--- src/rtl/base_askid.sv ---
// base_askid: two-entry valid/ready register slice; clk, reset (async active-low), i_v/i_d/i_r upstream, o_v/o_d/o_r downstream, o_cnt occupancy
module base_askid #(
  parameter int width = 1
) (
  input  logic             clk,
  input  logic             reset,
  input  logic             i_v,
  input  logic [0:width-1] i_d,
  output logic             i_r,
  output logic             o_v,
  output logic [0:width-1] o_d,
  input  logic             o_r,
  output logic [1:0]       o_cnt
);
  localparam logic [1:0] EMPTY = 2'd0;
  localparam logic [1:0] ONE   = 2'd1;
  localparam logic [1:0] TWO   = 2'd2;
  logic [0:width-1] skid;
  logic [1:0] nxt;
  logic in_x, out_x;
  assign in_x  = i_v & i_r;
  assign out_x = o_v & o_r;
  always_comb
    nxt = o_cnt == EMPTY ? (in_x ? ONE : EMPTY) :
          o_cnt == ONE   ? (in_x & ~out_x ? TWO : ~in_x & out_x ? EMPTY : ONE) :
                           (out_x ? ONE : TWO);
  always_ff @(posedge clk or negedge reset) begin
    if (!reset) begin
      o_cnt <= EMPTY;
      o_v   <= 1'b0;
      i_r   <= 1'b0;
      o_d   <= '0;
      skid  <= '0;
    end else begin
      o_cnt <= nxt;
      o_v   <= nxt != EMPTY;
      i_r   <= nxt != TWO;
      o_d   <= in_x & (~o_v | out_x) ? i_d : out_x & (o_cnt == TWO) ? skid : o_d;
      skid  <= in_x & o_v & ~out_x ? i_d : skid;
    end
  end
endmodule

--- config.mk ---
export PLATFORM = sky130hd
export DESIGN_NAME = base_askid
export DESIGN_NICKNAME = d
export VERILOG_FILES = /design/src/rtl/base_askid.sv
export SDC_FILE = /design/constraint.sdc
export NUM_CORES = 1
export LEC_CHECK = 0
export CAP_MARGIN = 40
export CORE_AREA = 2 2 39 41
export DETAILED_ROUTE_END_ITERATION = 8
export DIE_AREA = 0 0 41 43
export PLACE_DENSITY = 0.45
export SLEW_MARGIN = 40
export SYNTH_ARGS = -nofsm -noshare
export SYNTH_HDL_FRONTEND = slang
export SYNTH_SLANG_ARGS = --single-unit
export TNS_END_PERCENT = 100
--- constraint.sdc ---
create_clock -name clk -period 2.9 [get_ports clk]
set_input_delay 0.58 -clock clk [delete_from_list [all_inputs] [get_ports clk]]
set_output_delay 0.58 -clock clk [all_outputs]
set_load 0.01 [all_outputs]
# --- After elaboration in Yosys (flattened, before gate mapping) ---
# Index checks and enable logic that the tools add are counted.
op_classes:
  bitwise: 12
  reduce_logical: 3
  n_lt_le_gt_ge: 0
  n_eq_ne: 3
  n_mul: 0
  n_mux: 8
  n_addsub: 0
  n_div: 0
  n_shift: 0
ops:
  columns: ["op", "n"]
  rows:
  - ["AND 1 bit", 8]
  - ["2-to-1 mux 2 bit", 4]
  - ["2-to-1 mux 1 bit", 4]
  - ["nonzero test 2 bit", 2]
  - ["NOT 1 bit", 3]
  - ["== test 2 x 1 -> 1 bit, second input constant", 1]
  - ["== test 2 bit, second input constant", 1]
  - ["zero test 2 bit", 1]
  - ["!= test 2 bit, second input constant", 1]
  - ["OR 1 bit", 1]
word_totals:
  mem_count: 0
  word_cells: 31
  ramBits: 0
  latchBits: 0
  out_inout_bits: 5
  rom_bits: 0
  regBits: 6

# --- Logic depth before layout (Yosys ltp) ---
# Gate-level depths: netlist (run 1).
logic_depth:
  word_depth: 8
  depth_mapped: 3
  mapped_depth_nobuf: 3

# --- Worst setup path after synthesis (run 1) ---
# No wires, ideal clock.
synth_path:
  kind: "input port to flip-flop"
  startpoint: "in o_r"
  endpoint: "reg o_d"
  arrival_time_ps: 1224
  stages: 3
  setup_slack_ps: 1551
  cell_sequence: "nand4b_1 mux2_1 mux2_2"
synth_between:
  elab_chain_len: 4
  word_cells_on_any_way: 6
  classes_between: "1 x mux; 4 x bitwise; 1 x reduce/logical"
synth_lines:
  columns: ["item", "line", "source"]
  rows:
  - ["from (decl)", "12", "input logic o_r,"]
  - ["AND 1 bit (*)", "22", "assign out_x = o_v & o_r;"]
  - ["OR 1 bit", "38", "o_d <= in_x & (~o_v | out_x) ? i_d : out_x & (o_cnt == TWO) ? skid : o_d;"]
  - ["AND 1 bit", "38", null]
  - ["2-to-1 mux 1 bit / nonzero test 2 bit (equally long branches)", null, null]
  - ["to (signal assigned)", "38", null]
  - ["to (decl)", "11", "output logic [0:width-1] o_d,"]
# Every way passes the cells marked *; elsewhere a longest branch is shown, timed or not.
# A chain may end at the register's enable or synchronous reset.

# --- Final worst setup path (run 1) ---
layout_path:
  startpoint: "reg o_v"
  endpoint: "out o_v"
layout_lines:
  columns: ["item", "line", "source"]
  rows:
  - ["from (decl)", "10", "output logic o_v,"]
  - ["from (signal assigned)", "30", "o_v <= 1'b0;"]
  - ["from (signal assigned)", "36", "o_v <= nxt != EMPTY;"]
# No word-level cell between the ends.

==> out/qor.tcl, run 1 <==
set qor(final_critical_path_setup_slack_ns) 1.11
set qor(drv_cap) 0
set qor(synthCells) 22
set qor(cts-hold-fix-buffers) 0
set qor(cts_setup_buffers) 0
set qor(critical_path.top_delay_family) {buffers and inverters}
set qor(min_delay_worst_endpoint) {skid}
set qor(synth_register_bits) 6
set qor(area_growth_syn_to_layout_pct) 52.0
set qor(cts_sinks) 6
set qor(clk_latency_ns) 0.24
set qor(ant_cells) 0
set qor(seq_area_frac_synth_pct) 58.8
set qor(port-buffer-count) 9
set qor(report.power.total_mw) 0.385
set qor(yosys.cell_count.top_type) {sky130_fd_sc_hd__dfrtp_1}
set qor(holdCritStartpoint) {skid}
set qor(route.detailed.vias_per_inst) 4.20
set qor(kind_of_end_point_of_the_critical_path) {primary output}
set qor(yosys_warnings) 0
set qor(die-area_sq_um) 1760
set qor(fillers) 154
set qor(holdPathStages) 1
set qor(grt_use_total_pct) 7.71
set qor(floorplan.die.width_um) 41
set qor(overflow) 0
set qor(worstMarginPinSlew_ns) 0.263
set qor(first_global_vias) 205
set qor(wl_per_cell_um) 10.3
set qor(worstPathArrival_ns) 1.21
set qor(number_of_cells_traversed_by_the_worst_register_to_register_path) 3
set qor(final_nets) 41
set qor(postSynth.topFlopCell) {sky130_fd_sc_hd__dfrtp_1}
set qor(maxClockFrequency_mhz) 559
set qor(period_share_pct) 61.7
set qor(cts.path.max_buffers) 2
set qor(crit-reg2reg-capture) {o_d}
set qor(grt_max_degree) 7
set qor(max_slew_margin_pct) 82.4
set qor(ys_async_sr_fraction_pct) 100
set qor(grt_antenna_before_repair) 0
set qor(die_height_um) 43
set qor(synth.area.top_cells) {sky130_fd_sc_hd__dfrtp_1, sky130_fd_sc_hd__mux2_2, sky130_fd_sc_hd__a31oi_1}
set qor(r2r_start) {o_cnt[0]}
set qor(path_cells) {clkdlybuf4s50_1}
set qor(leakagePower_nw) 0.158
set qor(netlist_top_cells_count) {sky130_fd_sc_hd__dfrtp_1, sky130_fd_sc_hd__nand2_1, sky130_fd_sc_hd__a31oi_1, sky130_fd_sc_hd__mux2_2, sky130_fd_sc_hd__nand3_1}
set qor(post-dp-hpwl_um) 401
set qor(drc_errors) 0
set qor(final_hold_viol_count) 0
set qor(result_of_the_run) {finished, final reports clean}
set qor(layout_min_cycle_time_ns) 1.79
set qor(synth_cell_types) 12
set qor(htreeDepth) 1
set qor(detailed_route_via_count) 210
set qor(mappedNetlistNets) 27
set qor(cts.reportedPaths.clkPinSlew_ns) 0.04
set qor(report.final.setup_viol) 0
set qor(worst-path-max-fanout) 6
set qor(initial_utilization_pct) 18.4
set qor(syn-cell-area_sq_um) 255
set qor(drt_pass1_iterations) 2
set qor(grt_setup_unrepaired) {false}
set qor(grt_pass1_wl_um) 793
set qor(crit_path_max_incr_delay_ns) 0.56
set qor(clock_tree_from_tritoncts) {done}
set qor(drtAntennaViolNets) 0
set qor(fin_worst_skew_ns) 0.00191
set qor(crit_slowest_cell) {sky130_fd_sc_hd__clkdlybuf4s50_1}
set qor(synth_edf_count) 0
set qor(synth_top_area_share_pct) 58.8
set qor(power.ir.vdd_worst_mv) 0.260
set qor(place_ws_ns) 0.959
set qor(avgSynthCellArea_sq_um) 11.6
set qor(setup.worst_path.start_class) {flop}
set qor(dr.first_iter.drc_count) 2
set qor(fin_tns_setup_ns) 0
set qor(num_io_pins) 10
set qor(last_weighted_congestion_value_of_the_routability_driven_placer) 0.681
set qor(power.density_cell_area_nw_per_um2) 993
set qor(post_route_cells_drive_above_1_share_pct) 17.6
set qor(ctsResizeCount) 0
set qor(ff2ff_setup_slack_ns) 1.63
set qor(rows) 14
set qor(wirelength_um) 516
set qor(core_area_sq_um) 1380
set qor(worst-setup-path-type) {reg -> out}
set qor(timing.final.max_slew_violations) 0
set qor(number_of_cts_inserted_buffers) 3
set qor(worst_path_buf_inv) 1
set qor(timing.hold.worst.class) {reg -> reg}
set qor(clk_root_buffer_cell) {sky130_fd_sc_hd__clkbuf_4}
set qor(critical_path_required_ns) 2.32
set qor(synthDominantAreaCellType) {sky130_fd_sc_hd__dfrtp_1}
layout by cell type (no fill, tap or decap):
cell type / n
sky130_fd_sc_hd__clkbuf_4: 3
sky130_fd_sc_hd__inv_1: 1
sky130_fd_sc_hd__a21oi_1: 1
sky130_fd_sc_hd__and2b_2: 1
sky130_fd_sc_hd__a31oi_1: 2
sky130_fd_sc_hd__clkdlybuf4s50_1: 9
sky130_fd_sc_hd__nand4b_1: 1
sky130_fd_sc_hd__nand2_1: 3
sky130_fd_sc_hd__mux2_2: 2
sky130_fd_sc_hd__dfrtp_1: 6
sky130_fd_sc_hd__mux2_1: 1
sky130_fd_sc_hd__nor2_1: 1
sky130_fd_sc_hd__nand3_1: 2
sky130_fd_sc_hd__nand3b_1: 1
metal layers:
| metal | track usage (%) | vias up | wire [um] |
|---|---|---|---|
| li1 | - | 104 | - |
| met1 | 6.31 | 100 | 202 |
| met2 | 10.0 | 4 | 264 |
| met3 | 3.66 | 2 | 40 |
| met4 | 12.0 | 0 | 8 |
| met5 | 0 | - | 0 |
through the flow:
stage / instance area (sq um) / util (%) / instances / hold slack, ns
after detailed placement: 365 / 26.4 / 47 / 0.502
after global placement: 365 / 26.4 / 47 / 0.493
after floorplan: 255 / - / 22 / 0.284
after CTS: 388 / 28.0 / 50 / 0.512
after global routing: 388 / 28.0 / 50 / 0.541
final: 388 / 28.0 / 50 / 0.506
registers in the layout, summed over array words and instances (netlist names):
signal,cells
o_v,1
skid,1
o_d,1
i_r,1
o_cnt,2
cells by family after synthesis:
kind of cell / Yosys count / share of synthesized area [%]
AND/OR/NAND/NOR: 9 / 19.6
multiplexers: 3 / 13.2
flip-flops: 6 / 58.8
buffers and inverters: 1 / 1.47
AO/OA/AOI/OAI: 3 / 6.86
where the power goes:
| group | switching [mW] | internal, mW |
|---|---|---|
| combinational | 0.0592 | 0.0953 |
| clock | 0.0273 | 0.0466 |
| sequential | 0.0336 | 0.123 |
area by class of cell:
type | instances | area (sq um) | share of cell area (%)
inverters | 1 | 3.75 | 0.968
flip-flops and latches | 6 | 150 | 38.7
repair buffers | 9 | 90.1 | 23.2
clock buffers | 3 | 22.5 | 5.81
multi-input cells | 15 | 101 | 26.1
well taps | 16 | 20.0 | 5.16
worst max path at each step:
stage	startpoint	end	slack, ns	cells after the start
2_1_floorplan	o_r	o_d	1.55	3
3_3_place_gp	o_r	o_d	0.97	4
3_5_place_dp	o_r	o_d	0.96	4
4_1_cts	o_v	o_v	1.09	1
5_1_grt	o_v	o_v	1.06	1
6_report	o_v	o_v	1.11	1
(Power assumes the default switching activity.)
==> run 2, diff against run 1 <==
==> constraint.sdc (replaced) <==
create_clock -name clk -period 1.7 [get_ports clk]
set_input_delay 0.34 -clock clk [delete_from_list [all_inputs] [get_ports clk]]
set_output_delay 0.34 -clock clk [all_outputs]
set_load 0.01 [all_outputs]
==> out/qor.tcl, run 2 (same netlist as run 1, synthesis figures left out) <==
set qor(result_of_the_run) {finished, final reports clean} ;# unchanged
set qor(dr.first_iter.drc_count) 3 ;# was 2
set qor(htreeDepth) 1 ;# unchanged
set qor(report.power.total_mw) 0.661 ;# was 0.385 mW
set qor(grt_antenna_before_repair) 0 ;# unchanged
set qor(port-buffer-count) 9 ;# unchanged
set qor(wl_per_cell_um) 9.75 ;# was 10.3 um
set qor(core_area_sq_um) 1380 ;# unchanged
set qor(number_of_cells_traversed_by_the_worst_register_to_register_path) 3 ;# unchanged
set qor(fin_tns_setup_ns) 0 ;# unchanged
set qor(crit_path_max_incr_delay_ns) 0.56 ;# about the same
set qor(post_route_cells_drive_above_1_share_pct) 20.0 ;# was 17.6%
set qor(clock_tree_from_tritoncts) {done} ;# unchanged
set qor(wirelength_um) 497 ;# was 516 um
set qor(last_weighted_congestion_value_of_the_routability_driven_placer) 0.702 ;# was 0.681
set qor(ant_cells) 0 ;# unchanged
set qor(grt_pass1_wl_um) 786 ;# was 793 um
set qor(crit-reg2reg-capture) {o_d} ;# unchanged
set qor(ff2ff_setup_slack_ns) 0.43 ;# was 1.63 ns
set qor(seqCellArea_sq_um) 150 ;# unchanged
set qor(crit_slowest_cell) {sky130_fd_sc_hd__clkdlybuf4s50_1} ;# unchanged
set qor(drtAntennaViolNets) 0 ;# unchanged
set qor(maxClockFrequency_mhz) 642
set qor(regMostFlops) {o_cnt} ;# unchanged
set qor(detailed_route_via_count) 216 ;# was 210
set qor(cts_setup_buffers) 0 ;# unchanged
set qor(grt_use_total_pct) 7.51 ;# was 7.71%
set qor(overflow) 0 ;# unchanged
set qor(report.final.setup_viol) 0 ;# unchanged
set qor(first_global_vias) 216 ;# was 205
set qor(final_nets) 42 ;# was 41
set qor(cts.reportedPaths.clkPinSlew_ns) 0.04 ;# about the same
set qor(dpl_cell_area_sq_um) 373 ;# was 365 sq um
set qor(r2r_start) {o_cnt[0]} ;# unchanged
set qor(critical_path.top_delay_family) {buffers and inverters} ;# unchanged
set qor(worst-path-max-fanout) 6 ;# unchanged
set qor(die_height_um) 43 ;# unchanged
set qor(design_area_sq_um) 395 ;# was 388 sq um
set qor(fillers) 148 ;# was 154
set qor(worstMarginPinSlew_ns) 0.262 ;# was 0.263 ns
set qor(drc_errors) 0 ;# unchanged
set qor(final_hold_viol_count) 0 ;# unchanged
set qor(worst_path_buf_inv) 1 ;# unchanged
set qor(power.ir.vdd_worst_mv) 0.656 ;# was 0.260 mV
set qor(die-area_sq_um) 1760 ;# unchanged
set qor(clk_latency_ns) 0.24 ;# about the same
set qor(multi_input_area_sq_um) 101 ;# unchanged
set qor(timing.hold.worst.class) {in -> async} ;# was reg -> reg
set qor(initial_utilization_pct) 18.4 ;# unchanged
set qor(clk_root_buffer_cell) {sky130_fd_sc_hd__clkbuf_4} ;# unchanged
set qor(worstPathArrival_ns) 1.22 ;# was 1.21 ns
set qor(rows) 14 ;# unchanged
set qor(path_cells) {clkdlybuf4s50_1} ;# unchanged
set qor(setup.worst_path.start_class) {flop} ;# unchanged
set qor(grt_max_degree) 7 ;# unchanged
set qor(layout_common_cells) {sky130_fd_sc_hd__clkdlybuf4s50_1, sky130_fd_sc_hd__dfrtp_1, sky130_fd_sc_hd__nand2_1, sky130_fd_sc_hd__clkbuf_4} ;# unchanged
set qor(period_share_pct) 91.6
set qor(max_ffs_per_register) 2 ;# unchanged
set qor(cts.path.max_buffers) 2 ;# unchanged
set qor(cts-hold-fix-buffers) 0 ;# unchanged
set qor(worst-setup-path-type) {reg -> out} ;# unchanged
set qor(critical_path_required_ns) 1.36 ;# was 2.32 ns
set qor(fin_worst_skew_ns) 0.00442 ;# was 0.00191 ns
set qor(route.detailed.vias_per_inst) 4.24 ;# was 4.20
set qor(timing.final.max_slew_violations) 0 ;# unchanged
set qor(max_slew_margin_pct) 82.5 ;# was 82.4%
set qor(drt_pass1_iterations) 2 ;# unchanged
set qor(layout_min_cycle_time_ns) 1.56
set qor(area_growth_syn_to_layout_pct) 54.9 ;# was 52.0%
set qor(layout.cells.non_filler) 51 ;# was 50
set qor(drv_cap) 0 ;# unchanged
set qor(ctsResizeCount) 0 ;# unchanged
set qor(power.density_cell_area_nw_per_um2) 1670 ;# was 993 nW/um^2
set qor(floorplan.die.width_um) 41 ;# unchanged
set qor(numPlacedInstances) 48 ;# was 47
set qor(number_of_cts_inserted_buffers) 3 ;# unchanged
set qor(layout_commonest_cell) {sky130_fd_sc_hd__clkdlybuf4s50_1} ;# unchanged
set qor(leakagePower_nw) 0.163 ;# was 0.158 nW
set qor(num_io_pins) 10 ;# unchanged
set qor(cts_sinks) 6 ;# unchanged
set qor(grt_setup_unrepaired) {false} ;# unchanged
set qor(kind_of_end_point_of_the_critical_path) {primary output} ;# unchanged
-- run 2: changes by cell type in the layout (fill, tap and decap cells not counted) --
cell                    before  now
sky130_fd_sc_hd__buf_4       0    1
-- run 2: cell type report --
type	count	share of cell area, %
Clock buffer	3	5.70
Multi-Input combinational cell	15	25.6
Timing Repair Buffer	10	24.7
Sequential cell	6	38.0
Inverter	1	0.949
Tap cell	16	5.06
-- run 2: report_power, final --
group          total, mW  internal (mW)  switching (mW)
logic              0.265          0.164           0.101
registers          0.268          0.210          0.0580
clock network      0.127         0.0796          0.0475
-- run 2: routing by layer --
metal / GRT usage [%] / vias to the layer above / share of wire, % / wire [um]
met5: 0 / - / 0 / 0
met4: 10.0 / 0 / 3.2 / 16
met3: 3.14 / 2 / 8.7 / 43
met2: 11.3 / 6 / 48 / 240
met1: 5.65 / 100 / 39 / 196
li1: - / 108 / - / -
-- run 2: metrics by stage --
step	util [%]	worst slack (ns)	hold WS, ns
6_report	28.6	0.143	0.332
5_1_grt	28.6	0.103	0.346
4_1_cts	28.6	0.125	0.333
3_5_place_dp	26.9	0.0328	0.497
3_3_place_gp	26.9	0.0382	0.480
2_1_floorplan	-	0.428	0.0444
-- run 2: how the worst max path moves through the flow --
stage	cells past startpoint	slack [ns]	from	to
finish	1	0.14	o_v	o_v
global route	1	0.10	o_v	o_v
CTS	1	0.13	o_v	o_v
detailed placement	4	0.03	o_r	o_d
global placement	4	0.04	o_r	o_d
floorplan	3	0.43	o_cnt[0]	o_d
